`src/rtl/spi_inemo4.sv`:
```
// SPI mode-0 slave model of an iNEMO-style yaw-rate sensor: 16-bit frames, a small
// register map, and a periodic yaw snapshot that raises INT until YAW_H is read.
module spi_inemo4 #(
   parameter int         INT_PERIOD   = 2048,
   parameter logic [7:0] WHO_AM_I_VAL = 8'h6A
) (
   input  logic        clk,
   input  logic        rst,
   input  logic        SS_n,
   input  logic        SCLK,
   input  logic        MOSI,
   output logic        MISO,
   output logic        INT,
   input  logic [15:0] YAW
);

   localparam logic [6:0] ADDR_INT_CTRL = 7'h0D;
   localparam logic [6:0] ADDR_WHO_AM_I = 7'h0F;
   localparam logic [6:0] ADDR_YAW_L    = 7'h26;
   localparam logic [6:0] ADDR_YAW_H    = 7'h27;
   localparam int         CNT_W         = $clog2(INT_PERIOD);
   localparam logic [CNT_W-1:0] CNT_LAST = CNT_W'(INT_PERIOD - 1);

   typedef enum logic [1:0] {ST_IDLE, ST_SHIFT, ST_DONE} state_t;

   state_t           state, state_nxt;
   logic [1:0]       ss_sync, sclk_sync, mosi_sync;
   logic             ss_d, sclk_d;
   logic             ss_s, mosi_s, sclk_rise, sclk_fall, ss_fall;
   logic             frame_start, shifting, frame_end;
   logic [3:0]       bit_cnt;
   logic [6:0]       shift_in;
   logic [7:0]       frame_byte, shift_out, rd_data;
   logic             cmd_rd, miso_r;
   logic [6:0]       cmd_addr;
   logic [7:0]       int_ctrl;
   logic [15:0]      snapshot;
   logic [CNT_W-1:0] cnt;
   logic             pending, int_r;
   logic             int_en, tick, apply, wr_commit, int_clr;

   // Sync flops reset low so a slave select still held low after reset never looks like a new frame.
   always_ff @(posedge clk or posedge rst) begin
      if (rst) begin
         ss_sync   <= 2'b00;
         sclk_sync <= 2'b00;
         mosi_sync <= 2'b00;
         ss_d      <= 1'b0;
         sclk_d    <= 1'b0;
      end else begin
         // NOTE: non-blocking assignments so every flop samples the pre-edge value of its neighbour.
         ss_sync   <= {ss_sync[0], SS_n};
         sclk_sync <= {sclk_sync[0], SCLK};
         mosi_sync <= {mosi_sync[0], MOSI};
         ss_d      <= ss_sync[1];
         sclk_d    <= sclk_sync[1];
      end
   end

   assign ss_s       = ss_sync[1];
   assign mosi_s     = mosi_sync[1];
   assign sclk_rise  = sclk_sync[1] & ~sclk_d;
   assign sclk_fall  = ~sclk_sync[1] & sclk_d;
   assign ss_fall    = ss_d & ~ss_s;
   assign frame_byte = {shift_in, mosi_s};

   always_ff @(posedge clk or posedge rst) begin
      if (rst) state <= ST_IDLE;
      else     state <= state_nxt;
   end

   always_comb begin
      // NOTE: default first so no path through the case leaves the signal unassigned (no latch).
      state_nxt = state;
      unique case (state)
         ST_IDLE:  if (ss_fall) state_nxt = ST_SHIFT;
         ST_SHIFT: if (ss_s) state_nxt = ST_IDLE;
                   else if (sclk_rise && bit_cnt == 4'd15) state_nxt = ST_DONE;
         ST_DONE:  if (ss_s) state_nxt = ST_IDLE;
         default:  state_nxt = ST_IDLE;
      endcase
   end

   always_comb begin
      frame_start = 1'b0;
      shifting    = 1'b0;
      frame_end   = 1'b0;
      unique case (state)
         ST_IDLE:  frame_start = ss_fall;
         ST_SHIFT: shifting    = ~ss_s;
         ST_DONE:  frame_end   = ss_s;
         default:  ;
      endcase
   end

   always_comb begin
      rd_data = 8'h00;
      case (frame_byte[6:0])
         ADDR_WHO_AM_I: rd_data = WHO_AM_I_VAL;
         ADDR_INT_CTRL: rd_data = int_ctrl;
         ADDR_YAW_L:    rd_data = snapshot[7:0];
         ADDR_YAW_H:    rd_data = snapshot[15:8];
         default:       rd_data = 8'h00;
      endcase
   end

   // frame_byte is the command on the 8th rising edge and the write data on the 16th.
   always_ff @(posedge clk or posedge rst) begin
      if (rst) begin
         bit_cnt   <= 4'd0;
         shift_in  <= 7'd0;
         cmd_rd    <= 1'b0;
         cmd_addr  <= 7'd0;
         shift_out <= 8'h00;
         miso_r    <= 1'b0;
      end else if (frame_start) begin
         bit_cnt   <= 4'd0;
         shift_in  <= 7'd0;
         cmd_rd    <= 1'b0;
         cmd_addr  <= 7'd0;
         shift_out <= 8'h00;
         miso_r    <= 1'b0;
      end else if (shifting) begin
         if (sclk_rise) begin
            bit_cnt  <= bit_cnt + 4'd1;
            shift_in <= frame_byte[6:0];
            if (bit_cnt == 4'd7) begin
               cmd_rd    <= frame_byte[7];
               cmd_addr  <= frame_byte[6:0];
               shift_out <= frame_byte[7] ? rd_data : 8'h00;
            end
         end else if (sclk_fall && cmd_rd) begin
            miso_r    <= shift_out[7];
            shift_out <= {shift_out[6:0], 1'b0};
         end
      end else if (state == ST_IDLE) begin
         miso_r <= 1'b0;
      end
   end

   assign wr_commit = shifting & sclk_rise & (bit_cnt == 4'd15) & ~cmd_rd;

   always_ff @(posedge clk or posedge rst) begin
      if (rst)                                          int_ctrl <= 8'h00;
      else if (wr_commit && cmd_addr == ADDR_INT_CTRL)  int_ctrl <= frame_byte;
   end

   assign int_en  = int_ctrl[1];
   assign tick    = int_en & (cnt == CNT_LAST);
   assign apply   = (tick | pending) & ss_s;
   assign int_clr = frame_end & cmd_rd & (cmd_addr == ADDR_YAW_H);

   // A tick never touches the snapshot mid-frame; it waits until slave select is released.
   always_ff @(posedge clk or posedge rst) begin
      if (rst) begin
         cnt      <= '0;
         pending  <= 1'b0;
         int_r    <= 1'b0;
         snapshot <= 16'h0000;
      end else if (!int_en) begin
         cnt     <= '0;
         pending <= 1'b0;
         int_r   <= 1'b0;
      end else begin
         cnt <= tick ? '0 : cnt + 1'b1;
         if (apply) begin
            snapshot <= YAW;
            int_r    <= 1'b1;
            pending  <= 1'b0;
         end else begin
            if (tick)    pending <= 1'b1;
            if (int_clr) int_r   <= 1'b0;
         end
      end
   end

   assign MISO = miso_r;
   assign INT  = int_r;

endmodule

```
`config.mk`:
```
export PLATFORM = sky130hd
export DESIGN_NAME = spi_inemo4
export DESIGN_NICKNAME = d
export VERILOG_FILES = /design/src/rtl/spi_inemo4.sv
export SDC_FILE = /design/constraint.sdc
export NUM_CORES = 1
export LEC_CHECK = 0
export ABC_CLOCK_PERIOD_IN_PS = 2850
export CAP_MARGIN = 30
export CORE_UTILIZATION = 61
export CTS_BUF_LIST = sky130_fd_sc_hd__clkbuf_8
export DETAILED_ROUTE_END_ITERATION = 16
export HOLD_SLACK_MARGIN = 0.06
export PLACE_DENSITY = 0.84
export SLEW_MARGIN = 25
export SYNTH_ARGS = -nofsm -noshare
export SYNTH_HDL_FRONTEND = slang
export SYNTH_SLANG_ARGS = --single-unit
```
`constraint.sdc`:
```
create_clock -name clk -period 2.85 [get_ports clk]
set_clock_uncertainty 0.2 [all_clocks]
set_input_delay 0.4275 -clock clk [delete_from_list [all_inputs] [get_ports clk]]
set_output_delay 0.4275 -clock clk [all_outputs]
set_load 0.02 [all_outputs]
```
==> results.md <==
- Area taken by multi-input logic gates: 1420 µm²
- Cell type with the largest total area after synthesis: sky130_fd_sc_hd__dfrtp_1
- Post-Syn Nets: 311
- Min-delay worst type: reg2reg
- Worst Tran Pin Value: 0.5717 ns
- Number of synthesized flops with an enable pin: 0
- Portion of total power attributed to the clock network: 40.3%
- Final Non-Filler Cells: 390
- Count of cells along the worst hold path: 0
- Power per standard cell area: 546.6 nW/µm²
- Startpoint of the worst hold path: mosi_sync[0]
- DR WL/cell: 16.95 µm
- Placed cells: 374
- Sequential cell area: 1877 µm²
- TritonCTS clock tree: done
- Fill cell total of the finished layout: 339
- Avg Inst Size Synth: 11.71 µm²
- Standard-cell rows: 26
- Share of synthesized flip-flops with an asynchronous set or reset: 100.0%
- Top-count cell post-synth: sky130_fd_sc_hd__dfrtp_1
- Final critical-path setup slack: 0.5118 ns
- Ranking of synthesized cells by instance count: 75 x sky130_fd_sc_hd__dfrtp_1, 40 x sky130_fd_sc_hd__nand2_1, 28 x sky130_fd_sc_hd__nor2_1
- Cells after Synth: 288
- Reg-to-reg startpoint: cnt[0]
- Maximum ir drop on the vdd rail: 0.3982 mV
- Die boundary height: 76.35 µm
- Worst EP arrival: 2.37 ns
- Starting Density: 64.78%
- Final layout net count: 338
- Clock H-tree levels: 3
- Distinct cell type count after synthesis: 48
- Number of buffers inserted by hold repair at cts: 0
- Crit end category: flop
- Setup slack of the most critical reg-to-reg path: 0.51 ns
- Hold slack final: 0.1464 ns
- Net switching component of the power: 463.6 µW
- Number of global-route vias before repair: 2360
- Worst setup SP type: flop
- Finished Core Util: 74.23%
- Drc violations: 0
- Final setup violation count: 0
- Cts bufs inserted: 9
- Clock-pin slew of the registers on the worst-case setup and hold paths: 0.07 ns
- Routability congestion estimate: 0.8362
- Total negative slack: 0 ns
- Final slew viol count: 0
- DRT Pass-1 Iters: 4
- Switch share: 21.95%
- Die outline width: 76.35 µm
- Share of the synthesized area in the top cell type: 55.66%
- Syn. warnings: 0
- Area grow syn2layout: 14.58%
- Cell area after synthesis: 3372 µm²
- Detailed placement HPWL: 4541 µm
- Unrepaired setup endpoints after global routing: no
- Number of register bits inferred by synthesis: 75
- Initial antenna violation count: 0
- Setup CP Type: reg2reg
- Core Footprint: 5205 µm²
- Number of setup buffers added after CTS: 0
- Maximum root-to-sink buffer count: 2
- Result of the run: finished clean
- Share of power burned in combinational logic: 6.1%
- Post-CTS sizing: 0
- Time the worst path needs with I/O delays and setup: 2.338 ns
- Die ar.: 5829 µm²
- Diode count: 0
- Startpoint of the worst setup timing path: cnt[0]
- Worst setup slack before clock tree synthesis: 0.5254 ns
- Number of vias in the routed layout: 2231
- First-pass GRT wire length: 11380 µm
- Proportion of synthesized chip area in sequential cells: 55.66%
- Most used flip-flop cell after synthesis: sky130_fd_sc_hd__dfrtp_1
- Static Leakage: 1.719 nW
- Overall Power: 2.112 mW
- Post-DRT Antenna Nets: 0
- Area of placed instances: 3655 µm²
- MaxCap Viol Count: 0
- Terminating pin of the worst hold path: mosi_sync[1]
- Number of DRC markers in iteration 0: 217
- Hold Fails Final Rpt: 0
- Data required time of the critical path: 2.88 ns
- Max Clk Rate: 427.7 MHz
- Fraction of power consumed by sequential logic: 53.5%
- Buffers on Ports: 22
- Final worst-path cycle share: 82.04%
- I/O pin count: 23
- Pin count of the biggest net entering global routing: 76
- Root buffer selected by CTS: sky130_fd_sc_hd__clkbuf_8
- Internal power component: 1.648 mW
- Clk Latency, worst-skew pair: 0.35 ns
- TritonCTS sink count: 75
- Largest driver fanout on the critical path: 17
- Grt ovf: 0
- Post-detailed-route via-to-cell ratio: 5.721
- Worst reg2reg path endpoint: snapshot[4]
- Proportion of layout cells with a drive suffix above 1: 19.06%
- Max-slew headroom at the worst pin: 61.73%
- Synth top area cells: sky130_fd_sc_hd__dfrtp_1 56%, sky130_fd_sc_hd__mux2_2 6.7%, sky130_fd_sc_hd__mux2_4 4.5%
- R2R depth: 6
- Global router's overall resource usage: 25.73%
- Drt total wl: 6612 µm
- Post-route cell area: 3864 µm²
-- cell families (layout without fill, tap and decap cells) --
kind of cell | count (synthesis) | after routing | synth area share (%)
and+or+nand+nor | 105 | 105 | 16.55
DFF | 75 | 75 | 55.66
AOI/OAI and AO/OA | 49 | 49 | 9.908
muxes | 34 | 34 | 12.32
buffers and inverters | 13 | 45 | 2.226
xor gates and xnor gates | 10 | 10 | 2.598
adders and majority gates | 2 | 2 | 0.7420
-- power groups by stage --
| stage | clock network (mW) | registers [mW] | logic, mW |
|---|---|---|---|
| floorplan | 0 | 1.14 | 0.0877 |
| global placement | 0 | 1.15 | 0.127 |
| detailed placement | 0 | 1.15 | 0.131 |
| CTS | 0.871 | 1.13 | 0.132 |
| global route | 0.924 | 1.13 | 0.146 |
| finish | 0.851 | 1.13 | 0.130 |
-- cells in the final DEF, fill, tap and decap left out, drive strengths merged, types with 2 or more instances in the layout --
| master | count |
|---|---|
| nor3b | 2 |
| o22a | 11 |
| nand3b | 2 |
| xor2 | 2 |
| xnor2 | 8 |
| or2 | 2 |
| mux2 | 30 |
| nand4b | 2 |
| nand3 | 5 |
| nor3 | 5 |
| nor2b | 2 |
| a22oi | 4 |
| ha | 2 |
| clkbuf | 9 |
| o21ai | 20 |
| or3b | 2 |
| nor4b | 2 |
| and2 | 2 |
| nand4 | 3 |
| clkdlybuf4s50 | 22 |
| nor2 | 30 |
| mux2i | 4 |
| buf | 3 |
| bufinv | 2 |
| a21oi | 9 |
| clkinv | 2 |
| inv | 6 |
| dfrtp | 75 |
| nand2 | 41 |
-- layout make-up --
| cell class | count | area share [%] |
|---|---|---|
| tap | 70 | 2.267 |
| timing repair buffer | 25 | 6.606 |
| sequential | 75 | 48.58 |
| inverter | 4 | 0.3886 |
| clock buffer | 9 | 3.206 |
| multi-input combinational | 200 | 36.76 |
| clock inverter | 7 | 2.202 |
-- how the worst max path moves through the flow --
stage / endpoint / slack, ns
floorplan: INT / 0.31
detailed placement: snapshot[6] / 0.53
finish: snapshot[4] / 0.51
CTS: snapshot[4] / 0.51
global placement: shift_out[0] / 0.65
global route: snapshot[9] / 0.40
-- flip-flops by register name, summed over array words and instances (netlist names), 2 cells and up --
name	cells
mosi_sync	2
sclk_sync	2
bit_cnt	4
snapshot	16
state	2
shift_in	7
shift_out	8
cnt	11
cmd_addr	7
int_ctrl	8
ss_sync	2
-- layer usage --
metal	vias up	global-route usage, %	routed length (µm)
met2	57	42.88	3281
met3	13	8.024	329
met5	-	0	0
li1	1071	-	-
met1	1090	32.18	2919
met4	0	7.885	81
-- worst max-delay path: stages (launching register included) --
cell and delay, ns:
sky130_fd_sc_hd__dfrtp_1 0.42, sky130_fd_sc_hd__ha_1 0.23, sky130_fd_sc_hd__nand3_1 0.21, sky130_fd_sc_hd__nor4_4 0.30, sky130_fd_sc_hd__a21oi_2 0.16, sky130_fd_sc_hd__nor2_8 0.31, sky130_fd_sc_hd__mux2_2 0.38
Power figures use the tool's default switching activity.
